<file path="config.mk">
export PLATFORM = sky130hd
export DESIGN_NAME = binary_to_excess3_seq
export DESIGN_NICKNAME = d
export VERILOG_FILES = /design/src/rtl/xs3_pkg.sv /design/src/rtl/bcd_digit_fix.sv /design/src/rtl/binary_to_excess3_seq.sv
export SDC_FILE = /design/constraint.sdc
export NUM_CORES = 1
export LEC_CHECK = 0
export CAP_MARGIN = 20
export CORE_ASPECT_RATIO = 0.75
export CORE_UTILIZATION = 47
export CTS_CLUSTER_DIAMETER = 120
export DETAILED_ROUTE_END_ITERATION = 10
export GPL_TIMING_DRIVEN = 0
export PLACE_DENSITY = 0.71
export SLEW_MARGIN = 20
export SYNTH_ARGS = -nofsm -noshare
export SYNTH_HDL_FRONTEND = slang
export SYNTH_SLANG_ARGS = --single-unit
</file>
<file path="constraint.sdc">
create_clock -name clk -period 5.05 [get_ports clk]
set_clock_uncertainty 0.1 [all_clocks]
set_input_delay 0.505 -clock clk [delete_from_list [all_inputs] [get_ports clk]]
set_output_delay 0.505 -clock clk [all_outputs]
set_load 0.01 [all_outputs]
</file>
<file path="src/rtl/xs3_pkg.sv">
// Shared types and constants for the binary-to-excess-3 encoder.
// The FSM encoding and per-digit constants live here so the top and the digit fixer agree.
package xs3_pkg;

    typedef enum logic [1:0] {
        IDLE  = 2'd0,
        SHIFT = 2'd1,
        BIAS  = 2'd2,
        HOLD  = 2'd3
    } state_t;

    localparam logic [3:0] XS3_BIAS      = 4'd3;
    localparam logic [3:0] DABBLE_THRESH = 4'd5;
    localparam logic [3:0] XS3_ZERO      = 4'b0011;

endpackage

</file>
<file path="src/rtl/bcd_digit_fix.sv">
// Combinational per-digit adjuster: double-dabble correction (mode 0) or excess-3 bias (mode 1).
// One instance per digit is shared by the SHIFT and BIAS states of the converter.
module bcd_digit_fix
    import xs3_pkg::*;
(
    input  logic [3:0] i_digit,
    input  logic       i_mode,
    output logic [3:0] o_digit
);

    logic w_add;

    // A valid BCD digit never exceeds 9, so the 4-bit sum cannot wrap in either mode.
    assign w_add   = i_mode || (i_digit >= DABBLE_THRESH);
    assign o_digit = w_add ? (i_digit + XS3_BIAS) : i_digit;

endmodule

</file>
<file path="src/rtl/binary_to_excess3_seq.sv">
// Sequential unsigned-binary to packed excess-3 encoder using iterative shift-add-3.
// Handshake: a transfer happens on a rising edge where valid and ready are both high.
module binary_to_excess3_seq
    import xs3_pkg::*;
#(
    parameter int BIN_W  = 8,
    parameter int DIGITS = 3
) (
    input  logic                  clk,
    input  logic                  rst_n,
    input  logic                  in_valid,
    output logic                  in_ready,
    input  logic [BIN_W-1:0]      bin_in,
    output logic                  out_valid,
    input  logic                  out_ready,
    output logic [4*DIGITS-1:0]   xs3_out,
    output logic                  busy,
    output state_t                dbg_state
);

    localparam int BCD_W = 4 * DIGITS;
    localparam int SH_W  = BCD_W + BIN_W;
    localparam int CNT_W = $clog2(BIN_W) + 1;

    state_t             r_state;
    state_t             w_state_nxt;
    logic [SH_W-1:0]    r_shreg;
    logic [SH_W-1:0]    w_shreg_nxt;
    logic [CNT_W-1:0]   r_cnt;
    logic [CNT_W-1:0]   w_cnt_nxt;
    logic [BCD_W-1:0]   r_xs3;
    logic [BCD_W-1:0]   w_xs3_nxt;
    logic [BCD_W-1:0]   w_fixed;
    logic               w_mode;

    assign w_mode = (r_state == BIAS);

    // The BCD field sits above the binary field inside the shift register.
    for (genvar g = 0; g < DIGITS; g++) begin : g_digit
        bcd_digit_fix u_fix (
            .i_digit (r_shreg[BIN_W + 4*g +: 4]),
            .i_mode  (w_mode),
            .o_digit (w_fixed[4*g +: 4])
        );
    end

    always_ff @(posedge clk or negedge rst_n) begin
        if (!rst_n) begin
            r_state <= IDLE;
            r_shreg <= '0;
            r_cnt   <= '0;
            r_xs3   <= '0;
        end else begin
            r_state <= w_state_nxt;
            r_shreg <= w_shreg_nxt;
            r_cnt   <= w_cnt_nxt;
            r_xs3   <= w_xs3_nxt;
        end
    end

    always_comb begin
        w_state_nxt = r_state;
        w_shreg_nxt = r_shreg;
        w_cnt_nxt   = r_cnt;
        w_xs3_nxt   = r_xs3;
        case (r_state)
            IDLE: begin
                if (in_valid) begin
                    w_shreg_nxt = {{BCD_W{1'b0}}, bin_in};
                    w_cnt_nxt   = '0;
                    w_state_nxt = SHIFT;
                end
            end
            SHIFT: begin
                // Correct digits first, then shift; the last shift gets no correction after it.
                w_shreg_nxt = {w_fixed, r_shreg[BIN_W-1:0]} << 1;
                w_cnt_nxt   = r_cnt + 1'b1;
                if (r_cnt == CNT_W'(BIN_W - 1)) begin
                    w_state_nxt = BIAS;
                end
            end
            BIAS: begin
                w_xs3_nxt   = w_fixed;
                w_state_nxt = HOLD;
            end
            HOLD: begin
                if (out_ready) begin
                    w_state_nxt = IDLE;
                end
            end
            default: begin
                w_state_nxt = IDLE;
            end
        endcase
    end

    assign in_ready  = (r_state == IDLE);
    assign out_valid = (r_state == HOLD);
    assign busy      = (r_state == SHIFT) || (r_state == BIAS);
    assign xs3_out   = r_xs3;
    assign dbg_state = r_state;

endmodule

</file>
# == Word-level counts from Yosys, hierarchy flattened ==
# Index checks and enable logic that the tools add are counted.
# op_classes
n_addsub,4
order_cmp,3
n_eq_ne,7
n_mux,11
n_reduce_logical,8
# op_table
op,count
$pmux 20 s2,1
$mux 20,1
$mux 4,4
$add 4x2->4 const B,3
$ge 4x3->1 const B,3
$pmux 2 s4,1
$pmux 4 s2,1
$mux 2,3
$add 4x1->4 const B,1
$eq 2x2->1 const B,2
$eq 4x3->1 const B,1
$logic_or 1x1->1,4
$ne 2x2->1 const B,2
$reduce_and 3->1,1
$eq 2x1->1 const B,1
$logic_not 2->1,1
$ne 2x1->1 const B,1
$reduce_and 2->1,1
$reduce_bool 2->1,1
# totals
ff_bits,38
out_inout_bits,17
word_cells,37

# == Longest topological paths before layout ==
# Gate-level depths: netlist of run 1.
# depth
depth_word,4
mapped_depth,7
mapped_depth_nobuf,6

# == Cells and area by module ==
# Synthesis of run 1 repeated with hierarchy kept, for this count alone.
# hier_totals
cells_unflattened,168
area_unflattened_um2,1901.8
# by_module_without_submodules
mod,instances,cells_per_inst,area_per_inst_um2
binary_to_excess3_seq,1,120,1579.0
bcd_digit_fix,3,16,107.6

# == Worst setup path after synthesis of run 1 ==
# OpenSTA, ideal clock, no wires.
# synth_path
path_type,register to register
startpoint,register r_state[0] (netlist: dbg_state[0])
endpoint,register r_cnt[2]
setup_ps,121
arrival_time_ps,1621
required_ps,4829
setup_slack_ps,3208
path_stages_with_launch,7
path_buffers,0
period_less_slack_ps,1842
path_cell_list,dfrtp_1 > inv_1 > ha_1 > mux2i_4 > nor2_1 > mux2_2 > a22o_1
# synth_between
elab_chain_cells,3
# synth_lines
element,line,rtl
"start, declared",binary_to_excess3_seq.sv:25,state_t r_state;
"start signal, assigned",binary_to_excess3_seq.sv:54,r_state <= w_state_nxt;
$logic_not 2->1 (*),-,
via in_ready,binary_to_excess3_seq.sv:12,"output logic in_ready,"
$ne 2x2->1 (no line) / $reduce_bool 2->1 (equally long branches),-,
$reduce_and 2->1 (no line),-,
"end signal, assigned",binary_to_excess3_seq.sv:56,r_cnt <= w_cnt_nxt;
"end, declared",binary_to_excess3_seq.sv:29,logic [CNT_W-1:0] r_cnt;
# The timed path passes the listed nets; every way through them passes the cells marked *.
# A chain may end at the register's enable or synchronous reset.

# == Worst setup path in the final report of run 1 ==
# layout_path
startpoint,register r_state[0] (netlist: dbg_state[0])
endpoint,output port in_ready
# layout_between
elab_chain_cells,1
# layout_lines
element,line,rtl
$logic_not 2->1,binary_to_excess3_seq.sv:97,assign in_ready = (r_state == IDLE);
"end, declared",binary_to_excess3_seq.sv:12,
# No other way between the ends.

==> results of run 1 <==
==> cell type report <==
class,instances,area [µm²]
inverters,11,41.29
well taps,52,65.06
multi-input cells,121,894.6
plain buffers,6,32.53
clock buffers,8,110.1
fillers,296,1380
repair buffers,30,305.3
flip-flops and latches,38,950.9
==> path summary, 6_finish.rpt <==
check                                               from                      end  cells past startpoint
worst min register to register    r_shreg[5]$_DFFE_PN0P_   r_shreg[5]$_DFFE_PN0P_                      2
worst max-delay path            dbg_state[0]$_DFFE_PN0P_                 in_ready                      3
max in group asynchronous                          rst_n     r_cnt[2]$_DFFE_PN0P_                      3
worst min-delay path              r_shreg[5]$_DFFE_PN0P_   r_shreg[5]$_DFFE_PN0P_                      2
min in group asynchronous                          rst_n  xs3_out[10]$_DFFE_PN0N_                      2
worst max register to register  dbg_state[0]$_DFFE_PN0P_     r_cnt[2]$_DFFE_PN0P_                      6
==> flip-flops by register name, summed over array words and instances, names as in the netlist <==
signal	count
r_shreg	20
xs3_out	12
dbg_state	2
r_cnt	4
==> logic make-up (layout without fill, tap and decap cells) <==
logic type      after synthesis  count (layout)  share of synthesized area
buf+inv                      17              55                    0.03846
flops                        38              38                     0.4954
compound gates               39              39                     0.1304
simple gates                 40              40                    0.09648
fa+ha+maj                    11              11                    0.07171
mux                          22              22                     0.1265
xor+xnor                      9               9                    0.04107
==> routing by layer <==
metal,wire [µm],vias up,GRT usage
li1,-,672,-
met1,1779,686,0.2497
met2,1724,30,0.3097
met3,136,5,0.04947
met4,44,0,0.07672
met5,0,-,0
==> cells in the final DEF, fill, tap and decap left out, drive strengths merged, types with 2 or more instances in the layout <==
cell type	count
mux2i	14
a21boi	3
nand2	19
nor3	4
buf	8
clkbuf	8
xor2	3
a21oi	7
nand2b	5
clkdlybuf4s50	27
dfrtp	38
o21ai	18
mux2	8
o31ai	2
nor2	8
a22o	7
xnor2	6
ha	11
inv	11
==> power by group <==
group	switching, mW	internal (mW)
combinational	0.446	0.444
clock	0.103	0.138
sequential	0.108	0.446
total	0.657	1.03
==> worst max-delay path, cell delays in order (launching register included) <==
cell	delay (ns)
dfrtp_1	0.42
inv_1	0.11
ha_1	0.29
clkdlybuf4s50_1	0.58
==> metrics.cfg, run 1 <==
[die]
die_area_um2 = 4346
core_um2 = 3780
num_rows = 19
start_util = 0.5078
die_w_um = 75.79
dieHeight_um = 57.34
io_pins = 29

[critical_path]
worstSetupStartpointType = flip-flop
reg2reg_slack_ns = 3.17
cp_max_fo = 4
end_kind = primary output
cp.required_ns = 4.45
crit_arrival_ns = 1.68
worstSetupPathType = reg2out

[sta]
rsz0062_at_grt = no
tns_ns = 0
slew_headroom = 0.8080
period_share = 0.4517
worst_slew_pin_slew_ns = 0.2880
fmax_mhz = 438.4
hold_slack_ns = 0.3901
setup_viol = 0
setup_slack_ns = 2.769
hold_viol = 0
final-max-slew-violation-count = 0
fin_crit_ns = 2.281

[global_route]
antenna_found_initial = 0
grtUsageTotal = 0.1933
grt_first_pass_wirelength_mm = 6.154
grt_max_degree = 34
grt_pass1_vias = 1374
gr-total-overflow = 0

[routing]
first_iter_violations = 45
wirelength_mm = 3.686
wl_per_cell_um = 13.86
avgViaCountPerCell = 5.237
drc = 0
vias = 1393
drtAntennaViolNets = 0
firstDrtPassIters = 4

[clocking]
max-clock-path-buffers = 2
postCtsSetupBuffers = 0
numCtsBuffers = 5
root_buffer = clkbuf_8
cts_resized = 0
clock_sinks = 38
cts_tree = done
cts_hold_buf = 1
clk_pin_slew_ns = 0.07
htreeDepth = 2
clk-insertion-delay-late_ns = 0.29

[pwr]
p_leak_nw = 1.078
ir_worst_vdd_v = 0.0003426
power_density_nw_per_um2 = 701.7
total_power_mw = 1.684

[logic_synthesis]
synth_area_um2 = 1919
syn_inst = 176
synth_ff_type = dfrtp_1
synth_commonest_cells = 38 x dfrtp_1, 18 x nand2_1, 16 x o21ai_1
post-synth-top-area-cell = dfrtp_1
synth_edf_count = 0
ys_types = 29
synth.area.top_cells = dfrtp_1 50%, ha_1 7.2%, mux2i_1 6.8%
ys_seq_area_frac = 0.4954
synth.most_common_cell = dfrtp_1
async_flop_share = 1.000
avgSynthCellArea_um2 = 10.91
synth-seq-cells = 38
yosysWarnings = 0
synth_top_area_frac = 0.4954
synth_nets = 199

[finish]
utilization = 0.6349
diodes = 0
stdcell_count = 266
design_area_um2 = 2400
layout-drive-gt1-share = 0.1402
syn2layout_area_growth_pct = 25.03
final_nets = 236

[place]
place_congestion = 0.8109
dp.cells = 257
portBuffers = 28
place_ws_ns = 3.062
place.detailed.hpwl_mm = 2.644
postPlaceCellArea_um2 = 2280

[run]
cap_violations = 0

[hold_path]
hold_class = reg2reg

[outcome]
status = completed

Power figures use the tool's default switching activity.
==> inputs of run 2 (changes only) <==
- PLACE_DENSITY: 0.71 -> 0.74
- clock period: 5.05 -> 2 ns (I/O delays scaled with it)
==> metrics.cfg, run 2 (synthesis gave the netlist of run 1 again) <==
[outcome]
status = completed

[clocking]
clk_pin_slew_ns = 0.07
clk-insertion-delay-late_ns = 0.29
cts_tree = done
root_buffer = clkbuf_8
clock_sinks = 38
htreeDepth = 2
max-clock-path-buffers = 2
postCtsSetupBuffers = 0
numCtsBuffers = 5

[critical_path]
crit_start = dbg_state[0]$_DFFE_PN0P_
r2r-start = dbg_state[0]$_DFFE_PN0P_
cp.required_ns = 1.70
crit_arrival_ns = 1.63
reg2regPathDepth = 6
worstSetupStartpointType = flip-flop
end_kind = primary output
cp_max_fo = 4
worstSetupPathType = reg2out

[finish]
mostFrequentLayoutCells = 38 x dfrtp_1, 26 x clkdlybuf4s50_1, 18 x nand2_1, 16 x o21ai_1, 13 x mux2i_1
final_nets = 236
utilization = 0.6289
final_common_cell = dfrtp_1
syn2layout_area_growth_pct = 23.86
layout-drive-gt1-share = 0.1368
largest_register = r_shreg
diodes = 0
largest_reg_flops = 20

[hold_path]
hold_class = in2async

[pwr]
ir_worst_vdd_v = 0.0008874
p_leak_nw = 1.071
power_density_nw_per_um2 = 1751

[place]
place_congestion = 0.8159
portBuffers = 28
place.detailed.hpwl_mm = 2.651
place_ws_ns = 0.1278

[routing]
wl_per_cell_um = 14.09
firstDrtPassIters = 4
avgViaCountPerCell = 5.242
drc = 0
vias = 1384
wirelength_mm = 3.719
drtAntennaViolNets = 0
first_iter_violations = 37

[sta]
hold_viol = 0
worst_slew_pin_slew_ns = 0.2553
final-max-slew-violation-count = 0
slew_headroom = 0.8262
setup_viol = 0
period_share = 0.9671
fin_crit_ns = 1.934
setup_slack_ns = 0.06583
fmax_mhz = 517.0

[global_route]
grt_pass1_vias = 1376
antenna_found_initial = 0
gr-total-overflow = 0
grt_max_degree = 35
grt_first_pass_wirelength_mm = 6.203
grtUsageTotal = 0.1959

[die]
core_um2 = 3780
dieHeight_um = 57.34
io_pins = 29
die_area_um2 = 4346
num_rows = 19
start_util = 0.5078
die_w_um = 75.79

[run]
cap_violations = 0

## run 2: cell count changes in the layout (fill, tap and decap cells not counted), sizes merged
cell / change
clkdlybuf4s50: -1
clkbuf: -2
dlymetal6s2s: +1
## run 2: cell type report
cell class | instances | area, µm²
Fill cell | 302 | 1403
Inverter | 11 | 41.29
Buffer | 6 | 32.53
Multi-Input combinational cell | 121 | 897.1
Clock buffer | 6 | 82.58
Sequential cell | 38 | 950.9
Timing Repair Buffer | 30 | 307.8
Tap cell | 52 | 65.06
## run 2: final timing paths
path                       slack [ns]                     end
min reg2reg                      0.39  r_shreg[8]$_DFFE_PN0P_
max                              0.07                in_ready
min                              0.16  xs3_out[8]$_DFFE_PN0N_
max reg2reg                      0.16    r_cnt[2]$_DFFE_PN0P_
min in group clk                 0.37  r_shreg[0]$_DFFE_PN0P_
max in group asynchronous        1.23  r_shreg[0]$_DFFE_PN0P_
## run 2: power by group
group	internal [mW]	switching, mW	total (mW)
clock network	0.266	0.247	0.512
logic	1.12	1.13	2.25
registers	1.13	0.272	1.40
total	2.51	1.65	4.16
## run 2: critical path: stages, from the launching register on
cell and delay [ns]:
dfrtp_1 0.41, inv_1 0.12, ha_2 0.26, clkdlybuf4s50_1 0.56
## run 2: what timing repair did
item                                    in CTS  in global routing
endpoints found under the setup margin       0                  1
endpoints found under the hold margin       38                  0
hold buffers                                 1                  0
gates resized for setup                      0                  2
## run 2: through the flow
stage	hold WS, ns	total power, mW	TNS (ns)	std cells	cell area (µm²)
detailed placement	-0.06497	3.665	0	257	2280
floorplan	-0.1956	2.910	0	176	1919
finish	0.1626	4.162	0	264	2377
global route	0.1929	4.489	-0.0002616	264	2377
CTS	0.1523	4.189	0	264	2372
global placement	0.3680	3.538	-7.471	256	2265
## run 2: layer usage
metal,share of wire,wire [µm],global-route usage
met4,0.018,68,0.08730
met5,0,0,0
met3,0.030,110,0.05300
met1,0.48,1796,0.2486
met2,0.47,1744,0.3123
